`config.mk`:
```
export PLATFORM = sky130hd
export DESIGN_NAME = ysyx_22041211_lsu_axi
export DESIGN_NICKNAME = d
export VERILOG_FILES = /design/src/rtl/ysyx_22041211_lsu_axi.sv
export SDC_FILE = /design/constraint.sdc
export NUM_CORES = 1
export LEC_CHECK = 0
export CELL_PAD_IN_SITES_DETAIL_PLACEMENT = 1
export CELL_PAD_IN_SITES_GLOBAL_PLACEMENT = 1
export CORE_MARGIN = 2
export CORE_UTILIZATION = 45
export CTS_CLUSTER_SIZE = 10
export DETAILED_ROUTE_END_ITERATION = 6
export DONT_BUFFER_PORTS = 1
export PLACE_DENSITY_LB_ADDON = 0.3
export SYNTH_ARGS = -nofsm -noshare
export SYNTH_HDL_FRONTEND = slang
export SYNTH_SLANG_ARGS = --single-unit
```
`constraint.sdc`:
```
create_clock -name clk -period 6.5 [get_ports clk]
set_input_delay 1.3 -clock clk [delete_from_list [all_inputs] [get_ports clk]]
set_output_delay 1.3 -clock clk [all_outputs]
set_load 0.01 [all_outputs]
```
`src/rtl/ysyx_22041211_lsu_axi.sv`:
```
// ysyx_22041211_lsu_axi: load/store unit between EXU and WBU, driving a
// valid/ready request/response memory bus with byte-lane strobes.
// Optional feature macro: LSU_MISALIGN_TRAP_EN (misaligned accesses trap
// with cause 4/6 instead of being truncated to an aligned address).
// Encodings: load_type 1=LB 2=LH 3=LW 4=LBU 5=LHU (6/7 treated as LW),
//            store_type 1=SB 2=SH 3=SW.
module ysyx_22041211_lsu_axi #(
  parameter int DATA_LEN    = 32,
  parameter int ADDR_LEN    = 32,
  parameter int TIMEOUT_CYC = 255
) (
  input  logic                  clk,
  input  logic                  rst,
  input  logic                  exu_valid_i,
  output logic                  lsu_ready_o,
  input  logic                  wd_i,
  input  logic [4:0]            wreg_i,
  input  logic [ADDR_LEN-1:0]   alu_result_i,
  input  logic [DATA_LEN-1:0]   mem_wdata_i,
  input  logic [2:0]            load_type_i,
  input  logic [1:0]            store_type_i,
  input  logic [DATA_LEN-1:0]   csr_wdata_i,
  output logic                  mem_req_valid_o,
  input  logic                  mem_req_ready_i,
  output logic                  mem_req_wen_o,
  output logic [ADDR_LEN-1:0]   mem_req_addr_o,
  output logic [DATA_LEN-1:0]   mem_req_wdata_o,
  output logic [DATA_LEN/8-1:0] mem_req_wstrb_o,
  input  logic                  mem_rsp_valid_i,
  input  logic [DATA_LEN-1:0]   mem_rsp_rdata_i,
  input  logic                  mem_rsp_err_i,
  output logic                  lsu_valid_o,
  input  logic                  wbu_ready_i,
  output logic                  wd_o,
  output logic [4:0]            wreg_o,
  output logic [DATA_LEN-1:0]   wdata_o,
  output logic [DATA_LEN-1:0]   csr_wdata_o,
  output logic                  exc_o,
  output logic [3:0]            exc_cause_o,
  output logic [ADDR_LEN-1:0]   exc_tval_o
);

  localparam int STRB_W = DATA_LEN / 8;
  localparam int LANE_W = $clog2(STRB_W);

  localparam logic [2:0] LD_LB  = 3'd1;
  localparam logic [2:0] LD_LH  = 3'd2;
  localparam logic [2:0] LD_LBU = 3'd4;
  localparam logic [2:0] LD_LHU = 3'd5;
  localparam logic [1:0] ST_SB  = 2'd1;
  localparam logic [1:0] ST_SH  = 2'd2;

  localparam logic [3:0] CAUSE_LD_MIS   = 4'd4;
  localparam logic [3:0] CAUSE_LD_FAULT = 4'd5;
  localparam logic [3:0] CAUSE_ST_MIS   = 4'd6;
  localparam logic [3:0] CAUSE_ST_FAULT = 4'd7;

  typedef enum logic [1:0] {S_IDLE, S_REQ, S_WAIT_RSP, S_DONE} state_t;

  state_t              state_reg;
  logic                ready_reg;
  logic                req_valid_reg;
  logic                req_wen_reg;
  logic [ADDR_LEN-1:0] req_addr_reg;
  logic [DATA_LEN-1:0] req_wdata_reg;
  logic [STRB_W-1:0]   req_wstrb_reg;
  logic                valid_reg;
  logic                wd_reg;
  logic [4:0]          wreg_reg;
  logic [DATA_LEN-1:0] wdata_reg;
  logic [DATA_LEN-1:0] csr_reg;
  logic                exc_reg;
  logic [3:0]          cause_reg;
  logic [ADDR_LEN-1:0] tval_reg;
  logic                is_ld_reg;
  logic [2:0]          ld_type_reg;
  logic [LANE_W-1:0]   lane_reg;
  logic [31:0]         tmo_cnt_reg;

  // Access decode of the instruction currently offered by the EXU
  logic                acc_is_ld;
  logic                acc_is_mem;
  logic [1:0]          acc_size;     // 0 byte, 1 halfword, 2 word
  logic [LANE_W-1:0]   raw_lane;
  logic [LANE_W-1:0]   align_mask;
  logic [LANE_W-1:0]   acc_lane;
  logic [STRB_W-1:0]   acc_strb;
  logic [DATA_LEN-1:0] acc_wdata;
  logic                acc_trap;

  // Decode size, aligned lane, strobes and shifted store data
  always_comb begin
    acc_is_ld  = |load_type_i;
    acc_is_mem = acc_is_ld | (|store_type_i);
    acc_size   = 2'd2;
    if (acc_is_ld) begin
      if (load_type_i == LD_LB || load_type_i == LD_LBU)      acc_size = 2'd0;
      else if (load_type_i == LD_LH || load_type_i == LD_LHU) acc_size = 2'd1;
    end else begin
      if (store_type_i == ST_SB)      acc_size = 2'd0;
      else if (store_type_i == ST_SH) acc_size = 2'd1;
    end
    raw_lane = alu_result_i[LANE_W-1:0];
    unique case (acc_size)
      2'd0:    align_mask = ~LANE_W'(0);
      2'd1:    align_mask = ~LANE_W'(1);
      default: align_mask = ~LANE_W'(3);
    endcase
    // Offsets below the access size are dropped so the access stays in-word
    acc_lane = raw_lane & align_mask;
    unique case (acc_size)
      2'd0:    acc_strb = STRB_W'(1)  << acc_lane;
      2'd1:    acc_strb = STRB_W'(3)  << acc_lane;
      default: acc_strb = STRB_W'(15) << acc_lane;
    endcase
    acc_wdata = mem_wdata_i << {acc_lane, 3'b000};
  end

`ifdef LSU_MISALIGN_TRAP_EN
  assign acc_trap = acc_is_mem & (|(raw_lane & ~align_mask));
`else
  assign acc_trap = 1'b0;
`endif

  logic [DATA_LEN-1:0] ld_shift;
  logic [DATA_LEN-1:0] ld_ext;

  // Align the returned bus word to bit 0 and extend it per load type
  always_comb begin
    ld_shift = mem_rsp_rdata_i >> {lane_reg, 3'b000};
    case (ld_type_reg)
      LD_LB:   ld_ext = DATA_LEN'($signed(ld_shift[7:0]));
      LD_LH:   ld_ext = DATA_LEN'($signed(ld_shift[15:0]));
      LD_LBU:  ld_ext = DATA_LEN'(ld_shift[7:0]);
      LD_LHU:  ld_ext = DATA_LEN'(ld_shift[15:0]);
      default: ld_ext = DATA_LEN'($signed(ld_shift[31:0]));
    endcase
  end

  // Main FSM: accept, issue request, await response, hold result for WBU
  always_ff @(posedge clk or negedge rst) begin
    if (!rst) begin
      state_reg     <= S_IDLE;
      ready_reg     <= 1'b1;
      req_valid_reg <= 1'b0;
      req_wen_reg   <= 1'b0;
      req_addr_reg  <= '0;
      req_wdata_reg <= '0;
      req_wstrb_reg <= '0;
      valid_reg     <= 1'b0;
      wd_reg        <= 1'b0;
      wreg_reg      <= '0;
      wdata_reg     <= '0;
      csr_reg       <= '0;
      exc_reg       <= 1'b0;
      cause_reg     <= '0;
      tval_reg      <= '0;
      is_ld_reg     <= 1'b0;
      ld_type_reg   <= '0;
      lane_reg      <= '0;
      tmo_cnt_reg   <= '0;
    end else begin
      unique case (state_reg)
        S_IDLE: begin
          if (exu_valid_i) begin
            ready_reg   <= 1'b0;
            wd_reg      <= wd_i;
            wreg_reg    <= wreg_i;
            csr_reg     <= csr_wdata_i;
            wdata_reg   <= DATA_LEN'(alu_result_i);
            tval_reg    <= alu_result_i;
            is_ld_reg   <= acc_is_ld;
            ld_type_reg <= load_type_i;
            lane_reg    <= acc_lane;
            exc_reg     <= 1'b0;
            cause_reg   <= '0;
            if (acc_trap) begin
              state_reg <= S_DONE;
              valid_reg <= 1'b1;
              exc_reg   <= 1'b1;
              cause_reg <= acc_is_ld ? CAUSE_LD_MIS : CAUSE_ST_MIS;
              wd_reg    <= 1'b0;
            end else if (acc_is_mem) begin
              state_reg     <= S_REQ;
              req_valid_reg <= 1'b1;
              req_wen_reg   <= ~acc_is_ld;
              req_addr_reg  <= {alu_result_i[ADDR_LEN-1:LANE_W], LANE_W'(0)};
              req_wdata_reg <= acc_is_ld ? '0 : acc_wdata;
              req_wstrb_reg <= acc_is_ld ? '0 : acc_strb;
            end else begin
              state_reg <= S_DONE;
              valid_reg <= 1'b1;
            end
          end
        end
        S_REQ: begin
          if (mem_req_ready_i) begin
            req_valid_reg <= 1'b0;
            tmo_cnt_reg   <= '0;
            state_reg     <= S_WAIT_RSP;
          end
        end
        S_WAIT_RSP: begin
          if (mem_rsp_valid_i) begin
            state_reg <= S_DONE;
            valid_reg <= 1'b1;
            if (mem_rsp_err_i) begin
              exc_reg   <= 1'b1;
              cause_reg <= is_ld_reg ? CAUSE_LD_FAULT : CAUSE_ST_FAULT;
              wd_reg    <= 1'b0;
            end else if (is_ld_reg) begin
              wdata_reg <= ld_ext;
            end
          end else if (TIMEOUT_CYC != 0 && tmo_cnt_reg == 32'(TIMEOUT_CYC)) begin
            state_reg <= S_DONE;
            valid_reg <= 1'b1;
            exc_reg   <= 1'b1;
            cause_reg <= is_ld_reg ? CAUSE_LD_FAULT : CAUSE_ST_FAULT;
            wd_reg    <= 1'b0;
          end else begin
            tmo_cnt_reg <= tmo_cnt_reg + 32'd1;
          end
        end
        S_DONE: begin
          if (wbu_ready_i) begin
            valid_reg <= 1'b0;
            ready_reg <= 1'b1;
            state_reg <= S_IDLE;
          end
        end
        default: state_reg <= S_IDLE;
      endcase
    end
  end

  assign lsu_ready_o     = ready_reg;
  assign mem_req_valid_o = req_valid_reg;
  assign mem_req_wen_o   = req_wen_reg;
  assign mem_req_addr_o  = req_addr_reg;
  assign mem_req_wdata_o = req_wdata_reg;
  assign mem_req_wstrb_o = req_wstrb_reg;
  assign lsu_valid_o     = valid_reg;
  assign wd_o            = wd_reg;
  assign wreg_o          = wreg_reg;
  assign wdata_o         = wdata_reg;
  assign csr_wdata_o     = csr_reg;
  assign exc_o           = exc_reg;
  assign exc_cause_o     = cause_reg;
  assign exc_tval_o      = tval_reg;

endmodule

```
==> impl_metrics.tcl <==
set metrics [dict create \
    critPathLaunchType "input pin" \
    ys_warn_count 0 \
    initial_core_util_pct 46.1 \
    viasPerCell 6.06 \
    areaGrowthSynthToFinish_pct 9.33 \
    postSynthCellCount 910 \
    synth_edf_count 0 \
    period_share_pct 54.1 \
    slew_viol_final 0 \
    path_buf_inv 2 \
    avgSynthCellArea_um2 11.1 \
    drive_gt1_share_pct 18.1 \
    hp-class "input pin to asynchronous set/reset pin" \
    globalRouteOverflowTotal 0 \
    clk_pin_slew_ns 0.05 \
    die_h_um 154 \
    fillers 2307 \
    yosysSeqAreaShare_pct 53.1 \
    synth_top_area_share_pct 52.8 \
    cp_max_fo 40 \
    clock-sinks 214 \
    clockBufferDepth 3 \
    cts_hold_buf 0 \
    grt_antenna_before_repair 4 \
    setup_violations 0 \
    hold_viol 0 \
    fin_ws_ns 2.99 \
    synth-adder-area-share_pct 0.868 \
    tritoncts "done" \
    r2r-start "state_reg[0]" \
    dieArea_um2 23600 \
    arrival_ns 3.90 \
    r2r_end "tmo_cnt_reg[21]" \
    yosysTopAreaCell "dfrtp_1" \
    ys_ff_latch 214 \
    cap_violations 0 \
    syn_area_um2 10100 \
    gp_congestion 0.826 \
    synth_top_family_by_area "multiplexers" \
    status "finished clean" \
    wl_per_cell_um 24.0 \
    fmax_mhz 285 \
    portBuffers 0 \
    synthTopCellsByArea "dfrtp_1, mux2_2, mux2i_1, nand2_1, a21oi_1" \
    rows 54 \
    vias 7155 \
    cp-end-kind "flip-flop" \
    drc_errors 0 \
    hpwl_um 20000 \
    core_area_um2 21900 \
    ioPinCount 325 \
    synth_cell_types 59 \
    post_cts_buffers 0 \
    synth_flop_cell "dfrtp_1" \
    setup_tns_ns 0 \
    required_ns 6.89 \
    clock_latency_ns 0.52 \
    worstSetupPathType "input pin to flip-flop" \
    cts_buffers 26 \
    ant_nets 0 \
    netlist_top_cells_count "dfrtp_1, mux2_2, nand2_1" \
    first_pass_iters 4 \
    cts_resized 0 \
    peakVddDrop_v 0.000367 \
    layout_min_cycle_time_ns 3.51 \
    grt_max_degree 215 \
    yosys.area_share.simple_pct 12.4 \
    wl_um 28400 \
    ff2ff_path_depth 8 \
    final_nets 1042 \
    grt_pass1_vias 7630 \
    cts_htree_levels 1 \
    synth-xor-area-share_pct 0.260 \
    worst_pin_slew_ns 1.05 \
    grt_pass1_wl_um 45200 \
    grt_use_total_pct 23.9 \
    path_cells "inv_1 > ha_1 > nor4b_2 > or2_2 > buf_4 > mux2_2" \
    synth.most_common_cell "dfrtp_1" \
    cpLargestDelayFamily "simple AND/OR/NAND/NOR gates" \
    r2r_slack_ns 3.17 \
    clock_skew_ns 0.0200 \
    cp_slowest_stage_delay_ns 0.85 \
    place_ws_ns 2.47 \
    muxShareOfSynthArea_pct 17.3 \
    async_reset_ff_share_pct 100 \
    initialDrtViolationCount 395 \
    rsz0062_at_grt "false" \
    worst_path_max_delay_cell "or2_2" \
    timing.slew.headroom_pct 29.5 \
    synth_compound_area_share_pct 12.9 \
    die_w_um 154 \
    leakagePower_nw 4.76 \
    power.density_nw_per_um2 480 \
    ctsRootBufferMaster "clkbuf_16" \
]
## metal layers
metal / share of wire (%) / global-route usage (%)
met3: 7.4 / 7.02
met5: 0.039 / 0
met4: 3.3 / 7.69
met1: 40 / 29.9
met2: 49 / 39.9
## layout make-up
type                       instances  area (um2)  area share, %
clock inverter                     2        35.0          0.318
multi-input combinational        627        4450           40.4
tap                              280         350           3.18
clock buffer                      34         722           6.54
inverter                          12        45.0          0.408
antenna                            3        7.51         0.0681
sequential                       214        5360           48.6
timing repair buffer               8        60.1          0.544
## kinds of logic (layout without fill, tap and decap cells)
group	count (synthesis)	in the layout
simple gates	254	254
flops	214	214
compound gates	199	199
mux	161	161
buf+inv	71	56
fa+ha+maj	7	7
xor+xnor	3	3
other cells	1	6
## power breakdown
part | internal, W | switching [W]
Sequential | 0.00185 | 0.000639
Clock | 0.000801 | 0.000531
Combinational | 0.000684 | 0.000793
## placed cells by master (no fill, tap or decap), types with 17 or more instances in the layout
master	n
dfrtp_1	213
mux2_2	105
nand2_1	94
mux2i_1	56
nor2_1	53
a21oi_1	50
o21ai_0	40
o31ai_1	29
clkbuf_16	27
nand3_1	17
## worst register-to-register path, stage by stage, from the launching register on
cell and delay [ns]:
dfrtp_1 0.41, inv_1 0.10, ha_2 0.17, buf_4 0.49, nand2b_1 0.37, a211oi_2 0.57, nand4b_1 0.50, or3_1 0.47
a21oi_1 0.16
## through the flow
step	cells	hold slack, ns	util [%]	total power [W]	cell area [um2]
6_report	1180	0.475	50.4	0.00529	11000
5_1_grt	1180	0.448	50.4	0.00563	11000
4_1_cts	1177	0.452	50.4	0.00536	11000
3_5_place_dp	1141	0.554	46.9	0.00400	10300
3_3_place_gp	1141	0.541	46.9	0.00391	10300
2_1_floorplan	912	0.463	-	0.00358	10100
## worst max-delay path by stage
stage / slack [ns] / endpoint / from / depth (start not counted)
floorplan: 3.31 / mem_req_wdata_o[24] / store_type_i[0] / 8
global placement: 2.53 / mem_req_addr_o[24] / store_type_i[0] / 6
detailed placement: 2.47 / mem_req_addr_o[20] / store_type_i[0] / 6
CTS: 3.00 / mem_req_addr_o[2] / store_type_i[0] / 6
global route: 2.82 / mem_req_addr_o[9] / store_type_i[0] / 6
finish: 2.99 / mem_req_addr_o[19] / store_type_i[0] / 6
Note: power is estimated with default switching activity, not from simulation.
